**config.mk**
```make
export PLATFORM = sky130hd
export DESIGN_NAME = id_stage_pipe
export DESIGN_NICKNAME = d
export VERILOG_FILES = /design/src/rtl/id_stage_pipe.sv
export SDC_FILE = /design/constraint.sdc
export NUM_CORES = 1
export LEC_CHECK = 0
export CORE_ASPECT_RATIO = 2
export CORE_MARGIN = 2
export CORE_UTILIZATION = 30
export CTS_BUF_LIST = sky130_fd_sc_hd__clkbuf_4
export DETAILED_ROUTE_END_ITERATION = 16
export GPL_TIMING_DRIVEN = 0
export HOLD_SLACK_MARGIN = 0.02
export PLACE_DENSITY = 0.6
export SLEW_MARGIN = 20
export SYNTH_ARGS = -nofsm -noshare
export SYNTH_HDL_FRONTEND = slang
export SYNTH_SLANG_ARGS = --single-unit
```
**constraint.sdc**
```tcl
create_clock -name clk -period 7.28 [get_ports clk]
set_clock_uncertainty 0.15 [all_clocks]
set_input_delay 1.456 -clock clk [delete_from_list [all_inputs] [get_ports clk]]
set_output_delay 1.456 -clock clk [all_outputs]
set_load 0.01 [all_outputs]
```
**src/rtl/id_stage_pipe.sv**
```systemverilog
// id_stage_pipe: RV32I decode into a DEPTH-entry decoded-instruction FIFO feeding EX with flush and load-use hold.
// Define ID_PERF_CNT_EN to add the illegal-instruction and hazard-hold performance counters.
module id_stage_pipe #(
  parameter int DEPTH = 2,
  parameter int PC_W = 32
) (
  input  logic            clk,
  input  logic            rst_n,
  input  logic            in_valid,
  output logic            in_ready,
  input  logic [31:0]     in_ir,
  input  logic [PC_W-1:0] in_pc,
  input  logic            flush,
  input  logic            ld_valid,
  input  logic [4:0]      ld_rd,
  output logic            out_valid,
  input  logic            out_ready,
  output logic [PC_W-1:0] out_pc,
  output logic [4:0]      out_rs1,
  output logic [4:0]      out_rs2,
  output logic [4:0]      out_rd,
  output logic [6:0]      out_opcode,
  output logic [2:0]      out_funct3,
  output logic [6:0]      out_funct7,
  output logic [11:0]     out_csr_addr,
  output logic [31:0]     out_imm,
  output logic            out_wr_reg_n,
  output logic            out_wr_csr_n,
  output logic            out_illegal_ir
`ifdef ID_PERF_CNT_EN
  ,
  output logic [31:0]     perf_illegal_cnt,
  output logic [31:0]     perf_hazard_cnt
`endif
);
  localparam int AW = $clog2(DEPTH);
  localparam logic [6:0] OP_LUI = 7'h37, OP_AUIPC = 7'h17, OP_JAL = 7'h6f, OP_JALR = 7'h67;
  localparam logic [6:0] OP_BR = 7'h63, OP_LD = 7'h03, OP_ST = 7'h23, OP_IMM = 7'h13;
  localparam logic [6:0] OP_OP = 7'h33, OP_MISC = 7'h0f, OP_SYS = 7'h73;
  logic [31:0]     ir_q  [DEPTH];
  logic [PC_W-1:0] pc_q  [DEPTH];
  logic [31:0]     imm_q [DEPTH];
  logic [2:0]      flg_q [DEPTH];
  logic [AW-1:0]   wp_q, rp_q;
  logic [AW:0]     cnt_q;
  logic [6:0]      d_op, d_f7, h_op;
  logic [2:0]      d_f3, h_f3, d_flg;
  logic            d_csr, d_legal, d_wr_any;
  logic [31:0]     d_imm, h_ir;
  logic            ne, full, hz, use1, use2, push, pop;
  always_comb begin
    d_op = in_ir[6:0];
    d_f3 = in_ir[14:12];
    d_f7 = in_ir[31:25];
    d_csr = d_op == OP_SYS && d_f3[1:0] != 2'b00;
    d_legal = d_op == OP_LUI || d_op == OP_AUIPC || d_op == OP_JAL || d_csr
      || (d_op == OP_JALR && d_f3 == 3'd0)
      || (d_op == OP_BR && d_f3[2:1] != 2'b01)
      || (d_op == OP_LD && d_f3 != 3'd3 && d_f3 < 3'd6)
      || (d_op == OP_ST && d_f3 < 3'd3)
      || (d_op == OP_IMM && (d_f3 == 3'd1 ? d_f7 == 7'h00
                           : d_f3 == 3'd5 ? (d_f7 == 7'h00 || d_f7 == 7'h20) : 1'b1))
      || (d_op == OP_OP && (d_f7 == 7'h00 || (d_f7 == 7'h20 && (d_f3 == 3'd0 || d_f3 == 3'd5))))
      || (d_op == OP_MISC && d_f3 == 3'd0);
    d_wr_any = d_op == OP_LUI || d_op == OP_AUIPC || d_op == OP_JAL || d_op == OP_JALR
      || d_op == OP_LD || d_op == OP_IMM || d_op == OP_OP || d_csr;
    d_imm = (d_op == OP_JALR || d_op == OP_LD || d_op == OP_IMM) ? {{20{in_ir[31]}}, in_ir[31:20]}
      : d_op == OP_ST ? {{20{in_ir[31]}}, in_ir[31:25], in_ir[11:7]}
      : d_op == OP_BR ? {{20{in_ir[31]}}, in_ir[7], in_ir[30:25], in_ir[11:8], 1'b0}
      : (d_op == OP_LUI || d_op == OP_AUIPC) ? {in_ir[31:12], 12'h000}
      : d_op == OP_JAL ? {{12{in_ir[31]}}, in_ir[19:12], in_ir[20], in_ir[30:21], 1'b0}
      : (d_csr && d_f3[2]) ? {27'd0, in_ir[19:15]} : 32'd0;
    // Read-only CSR set/clear forms (rs1 field zero) must not write the CSR.
    d_flg = {!(d_legal && d_wr_any && in_ir[11:7] != 5'd0),
             !(d_csr && !(d_f3[1] && in_ir[19:15] == 5'd0)),
             !d_legal};
  end
  assign ne = rst_n && cnt_q != '0;
  assign full = cnt_q == (AW+1)'(DEPTH);
  assign h_ir = ne ? ir_q[rp_q] : 32'd0;
  assign h_op = h_ir[6:0];
  assign h_f3 = h_ir[14:12];
  assign use1 = h_op == OP_JALR || h_op == OP_BR || h_op == OP_LD || h_op == OP_ST || h_op == OP_IMM
    || h_op == OP_OP || (h_op == OP_SYS && !h_f3[2] && h_f3[1:0] != 2'b00);
  assign use2 = h_op == OP_BR || h_op == OP_ST || h_op == OP_OP;
  assign hz = ld_valid && ld_rd != 5'd0
    && ((use1 && ld_rd == h_ir[19:15]) || (use2 && ld_rd == h_ir[24:20]));
  assign in_ready = rst_n && !full;
  assign out_valid = ne && !hz;
  assign push = in_valid && in_ready && !flush;
  assign pop = out_valid && out_ready && !flush;
  assign out_pc = ne ? pc_q[rp_q] : '0;
  assign out_imm = ne ? imm_q[rp_q] : 32'd0;
  assign {out_wr_reg_n, out_wr_csr_n, out_illegal_ir} = ne ? flg_q[rp_q] : 3'b000;
  assign out_rs1 = h_ir[19:15];
  assign out_rs2 = h_ir[24:20];
  assign out_rd = h_ir[11:7];
  assign out_opcode = h_op;
  assign out_funct3 = h_f3;
  assign out_funct7 = h_ir[31:25];
  assign out_csr_addr = h_ir[31:20];
  always_ff @(posedge clk) begin
    if (push) begin
      ir_q[wp_q] <= in_ir;
      pc_q[wp_q] <= in_pc;
      imm_q[wp_q] <= d_imm;
      flg_q[wp_q] <= d_flg;
    end
  end
  always_ff @(posedge clk) begin
    if (!rst_n || flush) begin
      wp_q <= '0;
      rp_q <= '0;
      cnt_q <= '0;
    end else begin
      wp_q <= wp_q + AW'(push);
      rp_q <= rp_q + AW'(pop);
      cnt_q <= cnt_q + (AW+1)'(push) - (AW+1)'(pop);
    end
  end
`ifdef ID_PERF_CNT_EN
  always_ff @(posedge clk) begin
    if (!rst_n) begin
      perf_illegal_cnt <= 32'd0;
      perf_hazard_cnt <= 32'd0;
    end else begin
      perf_illegal_cnt <= perf_illegal_cnt + 32'(push && d_flg[0]);
      perf_hazard_cnt <= perf_hazard_cnt + 32'(ne && hz);
    end
  end
`endif
endmodule

```
; Word-level counts from Yosys, hierarchy flattened
; Memories as Yosys holds them, arrays and structs flattened. A register that Yosys moved wholly into a read port is not among the register bits.
; Index checks and enable logic that the tools add are counted.
; W data, S select, Z words.
[word_totals]
reg_bits = 4
latch_bits = 0
ram_bits = 198
mem_bits_ro = 0
inputBits = 75
elab_cells = 132
mem_count = 4
[op_classes]
n_addsub = 4
n_mul = 0
div_mod_pow = 0
order_cmp = 2
eq_ne = 26
shift = 0
n_mux = 18
n_bitwise = 0
reduce_logical = 75
[memory_table]
columns = memory, words, word_bits, read_ports, rd_clocked_by_memory_dff, write_ports, line
row1 = imm_q, 2, 32, 1, 1, 1, 42  ; logic [31:0] imm_q [DEPTH];
row2 = ir_q, 2, 32, 1, 1, 1, 40  ; logic [31:0] ir_q [DEPTH];
row3 = pc_q, 2, 32, 1, 1, 1, 41  ; logic [PC_W-1:0] pc_q [DEPTH];
row4 = flg_q, 2, 3, 1, 1, 1, 43  ; logic [2:0] flg_q [DEPTH];
[op_table]
columns = cell, count
row1 = $mux W32, 8
row2 = $eq A7 B7 Y1 const B, 7
row3 = $eq A7 B6 Y1 const B, 6
row4 = $logic_or A1 B1 Y1, 30
row5 = $logic_and A1 B1 Y1, 28
row6 = $eq A7 B5 Y1 const B, 3
row7 = $eq A7 B2 Y1 const B, 2
row8 = $eq A5 B5 Y1, 2
row9 = $reduce_bool A5 Y1, 2
row10 = $logic_not A1 Y1, 9
row11 = $mux W1, 8
row12 = $eq A7 B4 Y1 const B, 1
row13 = $logic_not A7 Y1, 1
row14 = $reduce_bool A2 Y1, 3
row15 = $logic_not A5 Y1, 1
row16 = $mux W5, 1
row17 = $eq A3 B1 Y1 const B, 1
row18 = $eq A3 B3 Y1 const B, 1
row19 = $logic_not A3 Y1, 1
row20 = $lt A3 B2 Y1 const B, 1
row21 = $lt A3 B3 Y1 const B, 1
row22 = $mux W3, 1
row23 = $ne A3 B2 Y1 const B, 1
row24 = $add A1 B1 Y1, 2
row25 = other kinds (4), 4

; Depth between registers and ports, before layout
[logic_depth]
word_depth = 19
depth_mapped = 15
ltp_nobuf = 12

; Worst setup path before layout
; OpenSTA, ideal clock, no wires.
[synth_path]
path_kind = input-to-reg
from = in rst_n
to = mem flg_q[1][0], enable pin
setup_time_ps = 470
arrival_time_ps = 4199
required_time_ps = 6660
path_slack_ps = 2462
cell_stages = 4
n_path_buf = 0
cell_sequence = nor2b_1 -> nand3_1 -> inv_1 -> ha_1
[synth_via]
elab_chain_cells = 5
[synth_rtl]
columns = element, line
row1 = start: declaration, 8  ; input logic rst_n,
row2 = $logic_and A1 B1 Y1, 88  ; assign in_ready = rst_n && !full;
row3 = $logic_and A1 B1 Y1 (2 in a row), 90  ; assign push = in_valid && in_ready && !flush;
row4 = $mux W1, 103  ; if (push) begin
row5 = $mux W1 (not written as such), 107  ; flg_q[wp_q] <= d_flg;
row6 = end: declaration, 43
; Every way passes these cells.

; Worst setup path after layout
[layout_path]
from = in rst_n
to = out out_funct7[6]
[layout_via]
elab_chain_cells = 2
[layout_rtl]
columns = element, line
row1 = $logic_and A1 B1 Y1, 78  ; assign ne = rst_n && cnt_q != '0;
row2 = $mux W32, 80  ; assign h_ir = ne ? ir_q[rp_q] : 32'd0;
row3 = end: declaration, 24  ; output logic [6:0] out_funct7,
; Every way passes these cells.

==> qor.csv <==
metric,value,unit
cts hold-fix bufs,0,
post-CTS setup buffers,0,
final setup fails,0,
WHS Path Cells,2,
Clock Pin Slew Worst Setup and Hold Paths,70,ps
multi-input logic area,2410,um^2
Post-synth top cells,"198 x edfxtp_1, 111 x nor2_1, 98 x mux2i_1",
WS Path Type,in2out,
top-count cell post-synth,edfxtp_1,
Final HPWL DP,16100,um
Max transition margin,0.485,
fillcell total,2726,
Wirelength per Cell,18.5,um
Max Freq,163,MHz
final worst slack,1150,ps
post-route DRC violation count,0,
#FFs+latches synth,202,
crit end category,output pin,
max-cap viol count,0,
Cells after DPL,1161,
met1 usage,0.190,
CP peak stage delay,640,ps
FF-to-FF path depth,11,
met3 global-route usage,0.0412,
GRT busiest layer,met2,
post-route insts no fill,1245,
crit path max-delay cell type,clkbuf_1,
number of vias in the routed layout,5909,
WP data arrival,4520,ps
Reg2Reg Setup Slack,3880,ps
Cells after Synth,610,
"area leader, netlist",edfxtp_1,
number of synthesized flops with an enable pin,198,
maximum vdd drop,155,uV
Die W,124,um
initial antenna violation count,0,
Final #Nets,928,
I/O Buffers,187,
Ant. Diodes,0,
Leak Pwr,3.86,nW
worst hold slack,424,ps
clock root buffer,clkbuf_4,
Tmin final,6130,ps
final WL,23000,um
die area,30400,um^2
Fin. Hold Viols,0,
CP Launch Type,input pin,
CTS tree,done,
clk_lat worst skew,680,ps
Boundary Pins,188,
Worst R2R Start,cnt_q[1]$_SDFF_PP0_,
synthesized net count,689,
Final ANT Viol Nets,0,
Syn Area/Cell,14.2,um^2
core area,28600,um^2
post_cts resized,0,
Mapped Area,8690,um^2
Synth Warn #,0,
GRT Overall Usage,0.148,
Reg area,6030,um^2
main flop type after synthesis,edfxtp_1,
TritonCTS Buffers,46,
dpl ws,1160,ps
DR vias/cell,4.75,
RD Place Congestion,0.838,
Layout area overhead,34.5,%
Area contributors post-synth,"edfxtp_1 68%, mux2i_1 11%, nor2_1 4.8%, a21o_1 1.6%, buf_4 1.0%",
pwr dens,195,nW/um^2
Pre-antenna DRT Iters,5,
GR Util met2,0.241,
clk buf depth,3,
hold_sp,cnt_q[1]$_SDFF_PP0_,
hold crit path type,reg2reg,
CP Cell Sequence,clkdlybuf4s50_1 -> o21ai_1 -> clkbuf_1 -> clkbuf_1 -> clkbuf_1 -> nor2_1 -> buf_4 -> clkdlybuf4s50_1,
"Endpoint, Worst Hold",cnt_q[1]$_SDFF_PP0_,
final period utilization,0.842,
post-synthesis sequential area ratio,0.694,
CP top delay family,buffers and inverters,
CP Data Required Time,5670,ps
global-route wire length before repair,34900,um
Synth top area share,0.685,
Unique masters post-synth,51,
Initial Util,0.303,
layout cells sized above 1,0.122,
most frequent CP cell,clkbuf_1,
status,"complete, no violations",
slew at the pin with the worst max-slew slack,772,ps
final slew viol count,0,
number of global-route vias before repair,6028,
clock sink count,202,
remaining global-route overflow,0,
Critical Path Fanout Max,10,
Die H,245,um
RSZ-0062 raised after global routing,no,
Site Rows,88,
asr flop ratio synth,0,
Worst Path Buf+Inv,6,
drt initial violations,500,
largest net degree at the start of global routing,44,
CTS H-tree lvls,2,
final setup TNS,0,ps
FF-to-FF End,cnt_q[1]$_SDFF_PP0_,
==> metrics by stage <==
stage,power (W),util,instance area [um^2]
2_1_floorplan,0.00137,-,8690
3_3_place_gp,0.00145,0.385,11000
3_5_place_dp,0.00145,0.388,11100
4_1_cts,0.00232,0.408,11700
5_1_grt,0.00239,0.408,11700
6_report,0.00228,0.408,11700
==> worst max path at each step <==
| stage | from | to | slack [ps] | cells past startpoint |
|---|---|---|---|---|
| after floorplan | rst_n | flg_q[1][0]$_DFFE_PP_ | 2460 | 4 |
| after global placement | rst_n | imm_q[0][5]$_DFFE_PP_ | 280 | 5 |
| after detailed placement | rst_n | out_funct7[6] | 1160 | 8 |
| after CTS | rst_n | out_funct7[6] | 1150 | 8 |
| after global routing | rst_n | out_funct7[6] | 950 | 8 |
| final | rst_n | out_funct7[6] | 1150 | 8 |
==> routing by layer <==
| metal | routed length [um] | vias up |
|---|---|---|
| li1 | - | 2778 |
| met1 | 9890 | 2805 |
| met2 | 10700 | 285 |
| met3 | 1880 | 41 |
| met4 | 510 | 0 |
| met5 | 0 | - |
==> registers in the layout, indices dropped and copies added (netlist names) <==
register  flops
imm_q        64
ir_q         64
rp_q          1
wp_q          1
flg_q         6
cnt_q         2
pc_q         64
==> cells by family after synthesis <==
logic type | share of synthesized area
flip-flops | 0.694
AND/OR/NAND/NOR | 0.0969
multiplexers | 0.113
AO/OA/AOI/OAI | 0.0542
buffers and inverters | 0.0314
XOR/XNOR | 0.00504
adder cells (fa/ha/maj) | 0.00576
==> placed cells by master, fill, tap and decap left out, types with 2 or more instances in the layout <==
cell type and count:
edfxtp_1 198, clkdlybuf4s50_1 187, nor2_1 111, mux2i_1 98
clkbuf_4 56, a21o_1 19, clkbuf_1 16, nand2_1 16
clkinv_1 15, o21ai_0 14, buf_4 12, buf_2 11
nor2b_1 11, clkinv_2 11, or3_1 9, inv_1 8
a21oi_1 6, nand3_1 5, nand4_1 5, o22ai_1 4
o211ai_1 4, nor4_1 4, a22oi_1 4, nand2b_1 4
xor2_1 4, dfxtp_1 4, or2_2 3, and2_1 3
or4_1 3, buf_12 3, buf_6 2, o21a_1 2
nand3b_1 2, a211oi_1 2, o2111ai_1 2, ha_1 2
ha_4 2
==> report_power, final <==
| part | leakage (nW) | internal [W] | switching, W | total [W] |
|---|---|---|---|---|
| Sequential | 1.85 | 0.00129 | 0.00000398 | 0.00129 |
| Combinational | 1.66 | 0.0000636 | 0.0000676 | 0.000131 |
| Clock | 0.343 | 0.000409 | 0.000447 | 0.000856 |
==> tightest hold or removal path, cell delays in order (launching register included) <==
cell     delay, ps
dfxtp_1        370
xnor2_1         90
nor2_1          80
==> area by class of cell <==
class / count / share of cell area
plain buffers: 42 / 0.0208
clock buffers: 56 / 0.0360
clock inverters: 28 / 0.0124
inverters: 8 / 0.00257
multi-input cells: 358 / 0.206
flip-flops and latches: 202 / 0.516
well taps: 360 / 0.0385
repair buffers: 191 / 0.168
Power figures use the tool's default switching activity.
